`src/rtl/spi_pkg.sv`:
```
// spi_pkg: shared constants and types for the SPI slave front end.
//   SPI_WORD_W          default bits per SPI word
//   SPI_SYNC_STAGES     default synchronizer depth on SPI inputs
//   SPI_MIN_CLK_PER_SCK minimum clk cycles per SCK period that is supported
//   spi_state_t         frame state (idle while CS high, active while CS low)
package spi_pkg;

   localparam int unsigned SPI_WORD_W          = 8;
   localparam int unsigned SPI_SYNC_STAGES     = 2;
   localparam int unsigned SPI_MIN_CLK_PER_SCK = 8;

   typedef enum logic {
      SPI_IDLE,
      SPI_ACTIVE
   } spi_state_t;

endpackage

```
`src/rtl/spi_sync_edge.sv`:
```
// spi_sync_edge: multi-flop synchronizer for one asynchronous input, with
// single-cycle rise/fall strobes taken from the last stage against one extra
// registered copy.
// Ports:
//   clk, rst  system clock, asynchronous active-high reset
//   din       asynchronous input
//   rise      one-cycle strobe on a synchronized 0->1 transition
//   fall      one-cycle strobe on a synchronized 1->0 transition
module spi_sync_edge #(
   parameter int unsigned SYNC_STAGES = 2,
   parameter logic        RST_VAL     = 1'b0
) (
   input  logic clk,
   input  logic rst,
   input  logic din,
   output logic rise,
   output logic fall
);

   logic [SYNC_STAGES-1:0] sync_q;
   logic                   prev_q;
   logic                   sync_out;

   assign sync_out = sync_q[SYNC_STAGES-1];

   always_ff @(posedge clk or posedge rst) begin
      if (rst) begin
         sync_q <= {SYNC_STAGES{RST_VAL}};
         prev_q <= RST_VAL;
      end else begin
         sync_q <= {sync_q[SYNC_STAGES-2:0], din};
         prev_q <= sync_out;
      end
   end

   assign rise = sync_out & ~prev_q;
   assign fall = ~sync_out & prev_q;

endmodule

```
`src/rtl/spi_slave_rx_tx.sv`:
```
// spi_slave_rx_tx: SPI mode-0 slave running in the system clock domain.
// SCK/CS_n/MOSI are oversampled; received words are assembled MSB first and
// handed over with a data_ready/read_ack handshake, while tx_data is shifted
// out MSB first on MISO.
// Ports:
//   clk, rst      system clock, asynchronous active-high reset
//   spi_sck       SPI clock (CPOL=0)
//   spi_cs_n      chip select, active low
//   spi_mosi      master-out data
//   spi_miso      slave-out data (MISO_IDLE while deselected)
//   tx_data       word returned to the master, loaded at each word start
//   rx_data       last accepted received word
//   data_ready    rx_data valid, held until read_ack
//   read_ack      single-cycle acknowledge from the consumer
//   overrun       sticky: a word completed while data_ready was still high
//   frame_active  synchronized CS asserted
module spi_slave_rx_tx
   import spi_pkg::*;
#(
   parameter int unsigned DATA_WIDTH  = SPI_WORD_W,
   parameter int unsigned SYNC_STAGES = SPI_SYNC_STAGES,
   parameter logic        MISO_IDLE   = 1'b0
) (
   input  logic                  clk,
   input  logic                  rst,
   input  logic                  spi_sck,
   input  logic                  spi_cs_n,
   input  logic                  spi_mosi,
   output logic                  spi_miso,
   input  logic [DATA_WIDTH-1:0] tx_data,
   output logic [DATA_WIDTH-1:0] rx_data,
   output logic                  data_ready,
   input  logic                  read_ack,
   output logic                  overrun,
   output logic                  frame_active
);

   localparam int unsigned      CNT_W    = $clog2(DATA_WIDTH);
   localparam logic [CNT_W-1:0] LAST_BIT = CNT_W'(DATA_WIDTH - 1);

   logic sck_rise, sck_fall, cs_rise, cs_fall;
   logic [SYNC_STAGES-1:0] mosi_q;
   logic                   mosi_sync;

   spi_sync_edge #(.SYNC_STAGES(SYNC_STAGES), .RST_VAL(1'b0)) u_sck_sync (
      .clk  (clk),
      .rst  (rst),
      .din  (spi_sck),
      .rise (sck_rise),
      .fall (sck_fall)
   );

   spi_sync_edge #(.SYNC_STAGES(SYNC_STAGES), .RST_VAL(1'b1)) u_cs_sync (
      .clk  (clk),
      .rst  (rst),
      .din  (spi_cs_n),
      .rise (cs_rise),
      .fall (cs_fall)
   );

   always_ff @(posedge clk or posedge rst) begin
      if (rst) mosi_q <= '0;
      else     mosi_q <= {mosi_q[SYNC_STAGES-2:0], spi_mosi};
   end
   assign mosi_sync = mosi_q[SYNC_STAGES-1];

   // Frame FSM
   spi_state_t state_q, state_d;
   logic       word_start, frame_end, sample_en, shift_en;

   always_ff @(posedge clk or posedge rst) begin
      if (rst) state_q <= SPI_IDLE;
      else     state_q <= state_d;
   end

   always_comb begin
      state_d    = state_q;
      word_start = 1'b0;
      frame_end  = 1'b0;
      sample_en  = 1'b0;
      shift_en   = 1'b0;
      case (state_q)
         SPI_IDLE: begin
            if (cs_fall) begin
               state_d    = SPI_ACTIVE;
               word_start = 1'b1;
               // an SCK rise coinciding with CS fall samples the first bit
               sample_en  = sck_rise;
            end
         end
         SPI_ACTIVE: begin
            if (cs_rise) begin
               state_d   = SPI_IDLE;
               frame_end = 1'b1;
            end else begin
               sample_en = sck_rise;
               shift_en  = sck_fall;
            end
         end
         default: state_d = SPI_IDLE;
      endcase
   end

   assign frame_active = (state_q == SPI_ACTIVE);

   // Datapath. tx_shift holds only the bits still to be sent; the MSB goes
   // straight to spi_miso at load time.
   logic [CNT_W-1:0]      bit_cnt, bit_cnt_cur;
   logic [DATA_WIDTH-1:0] rx_shift;
   logic [DATA_WIDTH-2:0] tx_shift;
   logic                  word_done_q;

   assign bit_cnt_cur = word_start ? '0 : bit_cnt;

   always_ff @(posedge clk or posedge rst) begin
      if (rst) begin
         bit_cnt     <= '0;
         rx_shift    <= '0;
         tx_shift    <= '0;
         spi_miso    <= MISO_IDLE;
         word_done_q <= 1'b0;
      end else begin
         word_done_q <= 1'b0;
         if (word_start) begin
            tx_shift <= tx_data[DATA_WIDTH-2:0];
            spi_miso <= tx_data[DATA_WIDTH-1];
            bit_cnt  <= '0;
         end else if (frame_end) begin
            bit_cnt  <= '0;
            spi_miso <= MISO_IDLE;
         end else if (shift_en) begin
            if (bit_cnt == '0) begin
               tx_shift <= tx_data[DATA_WIDTH-2:0];
               spi_miso <= tx_data[DATA_WIDTH-1];
            end else begin
               tx_shift <= {tx_shift[DATA_WIDTH-3:0], 1'b0};
               spi_miso <= tx_shift[DATA_WIDTH-2];
            end
         end
         if (sample_en) begin
            rx_shift    <= {rx_shift[DATA_WIDTH-2:0], mosi_sync};
            bit_cnt     <= (bit_cnt_cur == LAST_BIT) ? '0 : bit_cnt_cur + 1'b1;
            word_done_q <= (bit_cnt_cur == LAST_BIT);
         end
      end
   end

   // Handshake: a completed word is presented one cycle after its last
   // sample; read_ack in that cycle frees the slot for the new word.
   always_ff @(posedge clk or posedge rst) begin
      if (rst) begin
         rx_data    <= '0;
         data_ready <= 1'b0;
         overrun    <= 1'b0;
      end else begin
         if (read_ack && !frame_active) overrun <= 1'b0;
         if (word_done_q) begin
            if (!data_ready || read_ack) begin
               rx_data    <= rx_shift;
               data_ready <= 1'b1;
            end else begin
               overrun <= 1'b1;
            end
         end else if (read_ack) begin
            data_ready <= 1'b0;
         end
      end
   end

endmodule
```
`config.mk`:
```
export PLATFORM = sky130hd
export DESIGN_NAME = spi_slave_rx_tx
export DESIGN_NICKNAME = d
export VERILOG_FILES = /design/src/rtl/spi_pkg.sv /design/src/rtl/spi_sync_edge.sv /design/src/rtl/spi_slave_rx_tx.sv
export SDC_FILE = /design/constraint.sdc
export NUM_CORES = 1
export LEC_CHECK = 0
export CAP_MARGIN = 30
export CORE_ASPECT_RATIO = 0.75
export CORE_MARGIN = 2
export CORE_UTILIZATION = 55
export CTS_BUF_LIST = sky130_fd_sc_hd__clkbuf_16
export DETAILED_ROUTE_END_ITERATION = 6
export GPL_ROUTABILITY_DRIVEN = 0
export HOLD_SLACK_MARGIN = 0.15
export PLACE_DENSITY = 0.83
export RECOVER_POWER = 50
export SLEW_MARGIN = 25
export SYNTH_ARGS = -nofsm -noshare
export SYNTH_HDL_FRONTEND = slang
export SYNTH_SLANG_ARGS = --single-unit
```
`constraint.sdc`:
```
create_clock -name clk -period 4.6 [get_ports clk]
set_clock_uncertainty 0.15 [all_clocks]
set_input_delay 0.92 -clock clk [delete_from_list [all_inputs] [get_ports clk]]
set_output_delay 0.92 -clock clk [all_outputs]
set_load 0.01 [all_outputs]
```
---- Yosys cells after proc, flatten, opt, wreduce, memory -nomap -nowiden ----
Index checks and enable logic that the tools add are counted.
storage, ports and cells
  logic and storage cells ................. 70
  bits in registers ....................... 39
  bits of input ports ..................... 14
cells by class
  bitwise operators ....................... 9
  reductions and logical operators ........ 12
  multiplexer cells ....................... 31
  eq/ne operators ......................... 3
  $add $sub $neg .......................... 1
operator list
  kind                   count
  $mux W7                4
  $mux W1                20
  $mux W3                5
  $reduce_and A2 Y1      3
  $reduce_bool A3 Y1     2
  $not A1 Y1             5
  $and A1 B1 Y1          4
  $pmux W1 S2            2
  $reduce_bool A2 Y1     2
  $add A3 B1 Y3 const B  1
  $eq A3 B3 Y1 const B   1
  $logic_not A3 Y1       1
  $logic_not A1 Y1       2
  $ne A2 B1 Y1 const B   1
  $ne A2 B2 Y1 const B   1
  $logic_and A1 B1 Y1    1
  $logic_or A1 B1 Y1     1

---- Longest topological paths before layout ----
Gate-level depths: netlist of run 1.
  depth after elaboration ................. 8
  depth in mapped cells ................... 7
  gate-level depth less buffers ........... 6

---- By module ----
From an unflattened synthesis of run 1, not the netlist that was laid out.
unflattened totals
  cells, all modules ...................... 131
  area total of the unflattened synthesis .. 1,645.3 µm²
by module, submodules not included
  module                       instances  sequential area each (µm²)  cells each  area an instance (µm²)
  spi_slave_rx_tx              1          825.8                       119         1,453.9
  spi_sync_edge at u_cs_sync   1          78.8                        6           97.6
  spi_sync_edge at u_sck_sync  1          75.1                        6           93.8

---- Worst setup path after synthesis of run 1 ----
No wires, ideal clock.
  path type ............................... input to register
  start ................................... input port read_ack
  end ..................................... register rx_data[0]
  stages on the path ...................... 3
  data required time ...................... 4,325 ps
  arrival ................................. 1,621 ps
  slack ................................... 2,704 ps
  cells stage by stage .................... nand2b_1 -> nand2_1 -> mux2_2
on the way
  longest elaborated chain between the ends .. 2
RTL lines
  item                                line                    text
  start, declared                     spi_slave_rx_tx.sv:33   input logic read_ack,
  $logic_or A1 B1 Y1                  spi_slave_rx_tx.sv:158  if (!data_ready || read_ack) begin
  $reduce_and A2 Y1 (no source line)  n/a
  end signal, assigned                spi_slave_rx_tx.sv:159  rx_data <= rx_shift;
  end, declared                       spi_slave_rx_tx.sv:31   output logic [DATA_WIDTH-1:0] rx_data,
Every way passes these cells.
A chain may end at the register's enable or synchronous reset.

==> results of run 1 <==
-- worst max path at each step --
stage / cells past startpoint / startpoint / to
after floorplan: 1 / rst / bit_cnt[0]
after global placement: 4 / read_ack / rx_data[2]
after detailed placement: 4 / read_ack / rx_data[4]
after CTS: 1 / frame_active / frame_active
after global routing: 3 / rst / bit_cnt[0]
final: 3 / rst / bit_cnt[0]
-- placed cells by master (no fill, tap or decap) --
| cell type | count |
|---|---|
| nor2_2 | 1 |
| nand2_1 | 9 |
| nor3b_1 | 1 |
| mux2i_1 | 6 |
| inv_1 | 6 |
| ha_1 | 2 |
| nor3_1 | 2 |
| o2111ai_1 | 1 |
| nand2b_1 | 3 |
| clkinv_2 | 1 |
| o21ai_1 | 7 |
| o22ai_1 | 1 |
| clkdlybuf4s50_1 | 21 |
| dfrtp_1 | 36 |
| o21a_1 | 1 |
| a31oi_1 | 1 |
| and3_1 | 1 |
| dfstp_1 | 1 |
| dfstp_2 | 2 |
| a21oi_1 | 3 |
| clkbuf_16 | 5 |
| nor2_1 | 3 |
| nor2b_2 | 1 |
| o211ai_2 | 1 |
| dlygate4sd3_1 | 4 |
| o21ai_0 | 5 |
| nand3b_1 | 1 |
| nor2b_1 | 6 |
| a31oi_2 | 1 |
| nand3_1 | 3 |
| mux2_2 | 16 |
| clkbuf_1 | 1 |
-- cell type report --
cell class                      instances  area, µm²  share of cell area, %
Clock buffer                            5        125                   6.29
Clock inverter                          3       12.5                  0.629
Inverter                                4       15.0                  0.755
Multi-Input combinational cell         76        557                   28.0
Sequential cell                        39        980                   49.3
Tap cell                               36       45.0                   2.27
Timing Repair Buffer                   26        254                   12.8
-- through the flow --
stage               power, mW  util (%)
floorplan               0.538         -
global placement        0.575      70.1
detailed placement      0.588      70.1
CTS                     0.904      75.2
global route            0.945      74.7
finish                  0.896      74.7
-- state kept, by name, indices dropped and copies added, names as in the netlist --
name and flops:
u_cs_sync.prev_q 1, rx_shift 8, spi_miso 1, overrun 1, u_sck_sync.prev_q 1, bit_cnt 3
tx_shift 7, mosi_q 2, data_ready 1, word_done_q 1, u_cs_sync.sync_q 2, rx_data 8
frame_active 1, u_sck_sync.sync_q 2
-- critical path: stages --
cell and delay (ps):
clkdlybuf4s50_1 400, inv_1 50, clkbuf_1 1450
-- kinds of logic after synthesis --
family	after synthesis
AOI/OAI and AO/OA	21
buffers and inverters	7
DFF	39
adders and majority gates	2
muxes	22
and+or+nand+nor	31
-- synthesized netlist by cell type --
library cell | n | area [µm²]
dfrtp_1 | 36 | 901
mux2_2 | 16 | 180
nand2_1 | 9 | 33.8
o21ai_1 | 7 | 35.0
mux2i_1 | 6 | 60.1
nor2b_1 | 6 | 37.5
o21ai_0 | 5 | 25.0
inv_1 | 4 | 15.0
a21oi_1 | 3 | 15.0
dfstp_2 | 3 | 78.8
nand2b_1 | 3 | 18.8
nand3_1 | 3 | 15.0
nor2_1 | 3 | 11.3
buf_2 | 2 | 10.0
ha_1 | 2 | 25.0
nor3_1 | 2 | 10.0
a31oi_1 | 1 | 6.26
a31oi_2 | 1 | 12.5
and3_1 | 1 | 6.26
buf_4 | 1 | 7.51
nand3b_1 | 1 | 7.51
nor2_2 | 1 | 6.26
nor2b_2 | 1 | 8.76
nor3b_4 | 1 | 18.8
o2111ai_1 | 1 | 8.76
o211ai_2 | 1 | 12.5
o21a_1 | 1 | 7.51
o22ai_1 | 1 | 6.26
-- power groups by stage --
stage | Combinational (mW) | Sequential [mW] | Clock [mW]
after detailed placement | 0.136 | 0.453 | 0
after global routing | 0.153 | 0.456 | 0.335
after floorplan | 0.100 | 0.438 | 0
final | 0.136 | 0.447 | 0.313
after global placement | 0.129 | 0.446 | 0
after CTS | 0.138 | 0.448 | 0.317
-- per-layer routing --
| layer | part of all wire [%] | routed length [µm] |
|---|---|---|
| met1 | 47 | 1360 |
| met2 | 48 | 1390 |
| met3 | 4.0 | 115 |
| met4 | 1.1 | 32 |
| met5 | 0 | 0 |
==> summary.md, run 1 <==
| Metric | Value |
|---|---|
| Area after DPL | `1870 µm²` |
| Worst EP arrival | `2840 ps` |
| HP Start | `mosi_q[0]` |
| Syn_nets | `138` |
| Net count, final | `168` |
| Failing checks | `capacitance limit, slew limit` |
| Max Clk Rate | `332 MHz` |
| RSZ-0062 raised after global routing | `false` |
| Initial core utilization | `59.4%` |
| Final Hold Violating Endpoints | `0` |
| Setup violators final | `0` |
| DRC | `0` |
| Synthesized area per cell | `13.0 µm²` |
| Largest family of logic cells by synthesized area | `multiplexers` |
| Path type of the worst min-delay path | `flip-flop to flip-flop` |
| CTS tree | `built` |
| WHS | `204 ps` |
| I/O Pins | `26` |
| Reg2reg start | `frame_active` |
| Sw Ratio | `25.0%` |
| Non-filler cells, final | `189` |
| Remaining Overflow, GRT | `0` |
| Initial antenna violation count | `0` |
| Clk pwr share | `35.0%` |
| Core Area | `2660 µm²` |
| Total Routing Usage GR | `21.2%` |
| Vias in the first global route | `1059` |
| Final Cycle Share | `65.5%` |
| DR iter-0 viols | `51` |
| Syn. warnings | `0` |
| Hold depth | `0` |
| Die Width | `65.9 µm` |
| Post-route cell area | `1990 µm²` |
| Worst slew pin tran | `2040 ps` |
| Setup tns final | `0 ps` |
| Part of the Yosys area used for sequential elements | `62.0%` |
| Worst r2r dst | `bit_cnt[2]` |
| Worst setup margin | `1590 ps` |
| CTS Buf Count | `5` |
| Cell area after synthesis | `1580 µm²` |
| Hold-fix buffers, CTS | `0` |
| Flop-to-flop setup slack | `2100 ps` |
| Cell Pwr Density | `451 nW/µm²` |
| Routed wire length | `2.90 mm` |
| Clock slew at reported path FFs | `50 ps` |
| Largest net degree at the start of global routing | `40` |
| Clk root buf | `clkbuf_16` |
| DR vias | `1007` |
| GR Layer Usage met1 | `28.1%` |
| Fin. max-slew vios | `40` |
| Area share of and/or/nand/nor cells after synthesis | `11.0%` |
| Combinational power share | `15.1%` |
| Sequential power share | `49.9%` |
| Setup bufs post-CTS | `0` |
| Max_slew headroom | `-35.9%` |
| Crit path launch type | `primary input` |
| Global-route met2 utilization | `32.8%` |
| Clock sink count | `39` |
| Via density | `5.33` |
| Hold Path Sink | `mosi_q[1]` |
| Pre-CTS WS | `2160 ps` |
| FF+latch count, synth | `39` |
| Layout cells sized above 1 | `18.3%` |
| Mux share of post-synthesis cell area | `15.2%` |
| Cell variety after synth | `28` |
| Busiest grt layer | `met2` |
| Cells on worst reg2reg path | `6` |
| VDD IR-drop max | `346 µV` |
| Compound-Gate Fraction of Synth Area | `8.16%` |
| Worst-path maximum fanout | `39` |
| DR pass1 iterations | `4` |
| CTS Buffer Depth | `2` |
| Die Y | `50.4 µm` |
| CP Class | `primary input to asynchronous set/reset pin` |
| DR WL/cell | `15.3 µm` |
| PortBufs | `25` |
| Htree depth | `2` |
| Met3 GRT Util | `6.50%` |
| Die area | `3320 µm²` |
| Cts repair resizes | `0` |
| Cell count after synthesis | `122` |
| Post-synthesis xor/xnor area fraction | `0%` |
| Max_cap viols | `1` |
| First-pass GRT wire length | `5.07 mm` |
| Sw power | `0.224 mW` |
| Detail Route Antenna Nets | `0` |
| Synth Area in Adders | `1.58%` |
| WP data required | `4430 ps` |
| Status | `finished with violations` |
| Final-layout fill cell count | `184` |
| Cell row count | `16` |
| Detailed placer's ending HPWL | `1.92 mm` |
| N_diodes | `0` |
| Tmin final | `3010 ps` |
| Cell Int Power | `0.672 mW` |
| Worst-skew pair later-pin latency | `270 ps` |
| Placed Cells | `181` |
| Setup crit end kind | `asynchronous set/reset pin` |
| Pleak | `0.913 nW` |
| P&R area growth vs syn | `25.8%` |
Note: power is estimated with default switching activity, not from simulation.
==> inputs of run 2 (changes only) <==
- CORE_UTILIZATION: 55 -> 46
- PLACE_DENSITY: 0.83 -> 0.74
- clock period: 4.6 -> 2.75 ns (I/O delays scaled with it)
==> run 2 against run 1 <==
  * The run now ends clean
  * Sequential share of layout area down 0.49 points
  * Final cell count is 2.1% higher
  * Die area up 18%
  * Non-clock buffer count unchanged
  * Sequential power up 67%
  * First-iteration DRC count down 9.8%
  * Combinational power is 63% higher
  * Critical path depth shrank 2
  * Worst setup slack got worse by 1000 ps
  * Cell area grew 1.0%
  * Clock power rose by 72%
  * Critical path type is now flip-flop to output port
  * Highest routed layer unchanged
==> summary.md, run 2 (synthesized netlist as in run 1, its figures left out) <==
| Metric | Value |
|---|---|
| Final Hold Violating Endpoints | `0 (unchanged)` |
| Path type of the worst min-delay path | `flip-flop to flip-flop (unchanged)` |
| CTS tree | `built (unchanged)` |
| Commonest non-fill, non-tap cell in the layout | `dfrtp_1 (unchanged)` |
| Initial core utilization | `48.1% (was 59.4%)` |
| Setup tns final | `0 ps (unchanged)` |
| Status | `finished clean (was finished with violations)` |
| Most frequent cells in the layout | `dfrtp_1, clkdlybuf4s50_1, mux2_2 (unchanged)` |
| Detail Route Antenna Nets | `0 (unchanged)` |
| Setup bufs post-CTS | `0 (unchanged)` |
| Max_cap viols | `0 (was 1)` |
| DR iter-0 viols | `46 (was 51)` |
| DR vias | `999 (was 1007)` |
| Worst slew pin tran | `931 ps (was 2040 ps)` |
| I/O Pins | `26 (unchanged)` |
| Htree depth | `2 (unchanged)` |
| Cts repair resizes | `0 (unchanged)` |
| WP data required | `2050 ps (was 4430 ps)` |
| WHS | `203 ps (was 204 ps)` |
| Net count, final | `168 (unchanged)` |
| Vias in the first global route | `1064 (was 1059)` |
| P&R area growth vs syn | `27.1% (was 25.8%)` |
| Max Clk Rate | `460 MHz` |
| N_diodes | `0 (unchanged)` |
| Final-layout fill cell count | `250 (was 184)` |
| Fin. max-slew vios | `0 (was 40)` |
| Pwr Total | `1.51 mW (was 0.896 mW)` |
| DR WL/cell | `13.5 µm (was 15.3 µm)` |
| Hold-fix buffers, CTS | `0 (unchanged)` |
| Buf/Inv on CP | `1 (was 3)` |
| PortBufs | `25 (unchanged)` |
| Die Y | `54.8 µm (was 50.4 µm)` |
| Post-route cell area | `2010 µm² (was 1990 µm²)` |
| Clock sink count | `39 (unchanged)` |
| Non-filler cells, final | `193 (was 189)` |
| Detailed placer's ending HPWL | `1.84 mm (was 1.92 mm)` |
| CTS Buf Count | `5 (unchanged)` |
| Clock slew at reported path FFs | `60 ps (was 50 ps)` |
| RSZ-0062 raised after global routing | `false (unchanged)` |
| Crit-path leading delay family | `buffers and inverters (unchanged)` |
| Area occupied by multi-input gates | `568 µm² (was 557 µm²)` |
| Cell Pwr Density | `750 nW/µm² (was 451 nW/µm²)` |
| Clk root buf | `clkbuf_16 (unchanged)` |
| Layout cells sized above 1 | `19.6% (was 18.3%)` |
| Die Width | `71.7 µm (was 65.9 µm)` |
| Register area | `980 µm² (unchanged)` |
| Pleak | `0.909 nW (was 0.913 nW)` |
| CP Class | `flip-flop to output port (was primary input to asynchronous set/reset pin)` |
| Initial antenna violation count | `0 (unchanged)` |
| DRC | `0 (unchanged)` |
| Die area | `3930 µm² (was 3320 µm²)` |
| Pre-CTS WS | `675 ps (was 2160 ps)` |
| Max_slew headroom | `37.9% (was -35.9%)` |
| Cell row count | `18 (was 16)` |
| Total Routing Usage GR | `15.3% (was 21.2%)` |
| Setup violators final | `0 (unchanged)` |
| Routed wire length | `2.61 mm (was 2.90 mm)` |
| Crit-path max cell delay | `620 ps (was 1450 ps)` |
| Tmin final | `2170 ps` |
| Worst EP arrival | `1470 ps (was 2840 ps)` |
| Remaining Overflow, GRT | `0 (unchanged)` |
| CTS Buffer Depth | `2 (unchanged)` |
| First-pass GRT wire length | `4.46 mm (was 5.07 mm)` |
| Setup crit end kind | `output port (was asynchronous set/reset pin)` |
| Worst-skew pair later-pin latency | `280 ps (was 270 ps)` |
| Worst-path maximum fanout | `10 (was 39)` |
| Area after DPL | `1870 µm² (about the same)` |
| Slowest CP cell | `clkdlybuf4s50_1 (was clkbuf_1)` |
| Core Area | `3290 µm² (was 2660 µm²)` |
| Crit path launch type | `flip-flop (was primary input)` |
| Via density | `5.18 (was 5.33)` |
| Cell Chain, Critical Path | `clkdlybuf4s50_1 (was clkdlybuf4s50_1 -> inv_1 -> clkbuf_1)` |
| Largest regs | `rx_data: 8 flops, rx_shift: 8 flops, tx_shift: 7 flops (unchanged)` |
| VDD IR-drop max | `440 µV (was 346 µV)` |
| DR pass1 iterations | `5 (was 4)` |
| Placed Cells | `185 (was 181)` |
| Worst setup margin | `577 ps (was 1590 ps)` |
| Final core utilization | `61.1% (was 74.7%)` |
| Largest net degree at the start of global routing | `40 (unchanged)` |
| Final Cycle Share | `79.0%` |
==> run 2: changes by cell type in the layout (fill, tap and decap cells not counted), sizes merged <==
cell / delta
clkdlybuf4s50: -1
dlygate4sd3: +1
clkinv: +1
clkinvlp: +1
inv: -2
==> run 2: path summary, 6_finish.rpt <==
check                                startpoint                    to  slack (ps)  cells past startpoint
max                                frame_active          frame_active         580                      1
min                        u_sck_sync.sync_q[0]  u_sck_sync.sync_q[1]         200                      0
max reg2reg                        frame_active            bit_cnt[2]         780                      6
min reg2reg                u_sck_sync.sync_q[0]  u_sck_sync.sync_q[1]         200                      0
max in group asynchronous                   rst             mosi_q[0]        1030                      3
min in group asynchronous                   rst            data_ready         850                      3
==> run 2: per-layer routing <==
layer / vias up / wire [µm] / track usage (%)
li1: 484 / - / -
met1: 491 / 1220 / 18.4
met2: 20 / 1230 / 25.6
met3: 4 / 142 / 4.97
met4: 0 / 23 / 7.55
met5: - / 0 / 0
==> run 2: final cells by class <==
type | count | area share (%)
Timing Repair Buffer | 26 | 12.7
Inverter | 4 | 0.748
Clock inverter | 3 | 0.748
Tap cell | 40 | 2.49
Multi-Input combinational cell | 76 | 28.3
Clock buffer | 5 | 6.23
Sequential cell | 39 | 48.8
==> run 2: report_power, final <==
| group | switching [mW] | internal (mW) | leakage [nW] |
|---|---|---|---|
| clock | 0.210 | 0.329 | 0.0649 |
| combinational | 0.0996 | 0.122 | 0.347 |
| sequential | 0.0698 | 0.676 | 0.497 |
| total | 0.380 | 1.13 | 0.909 |
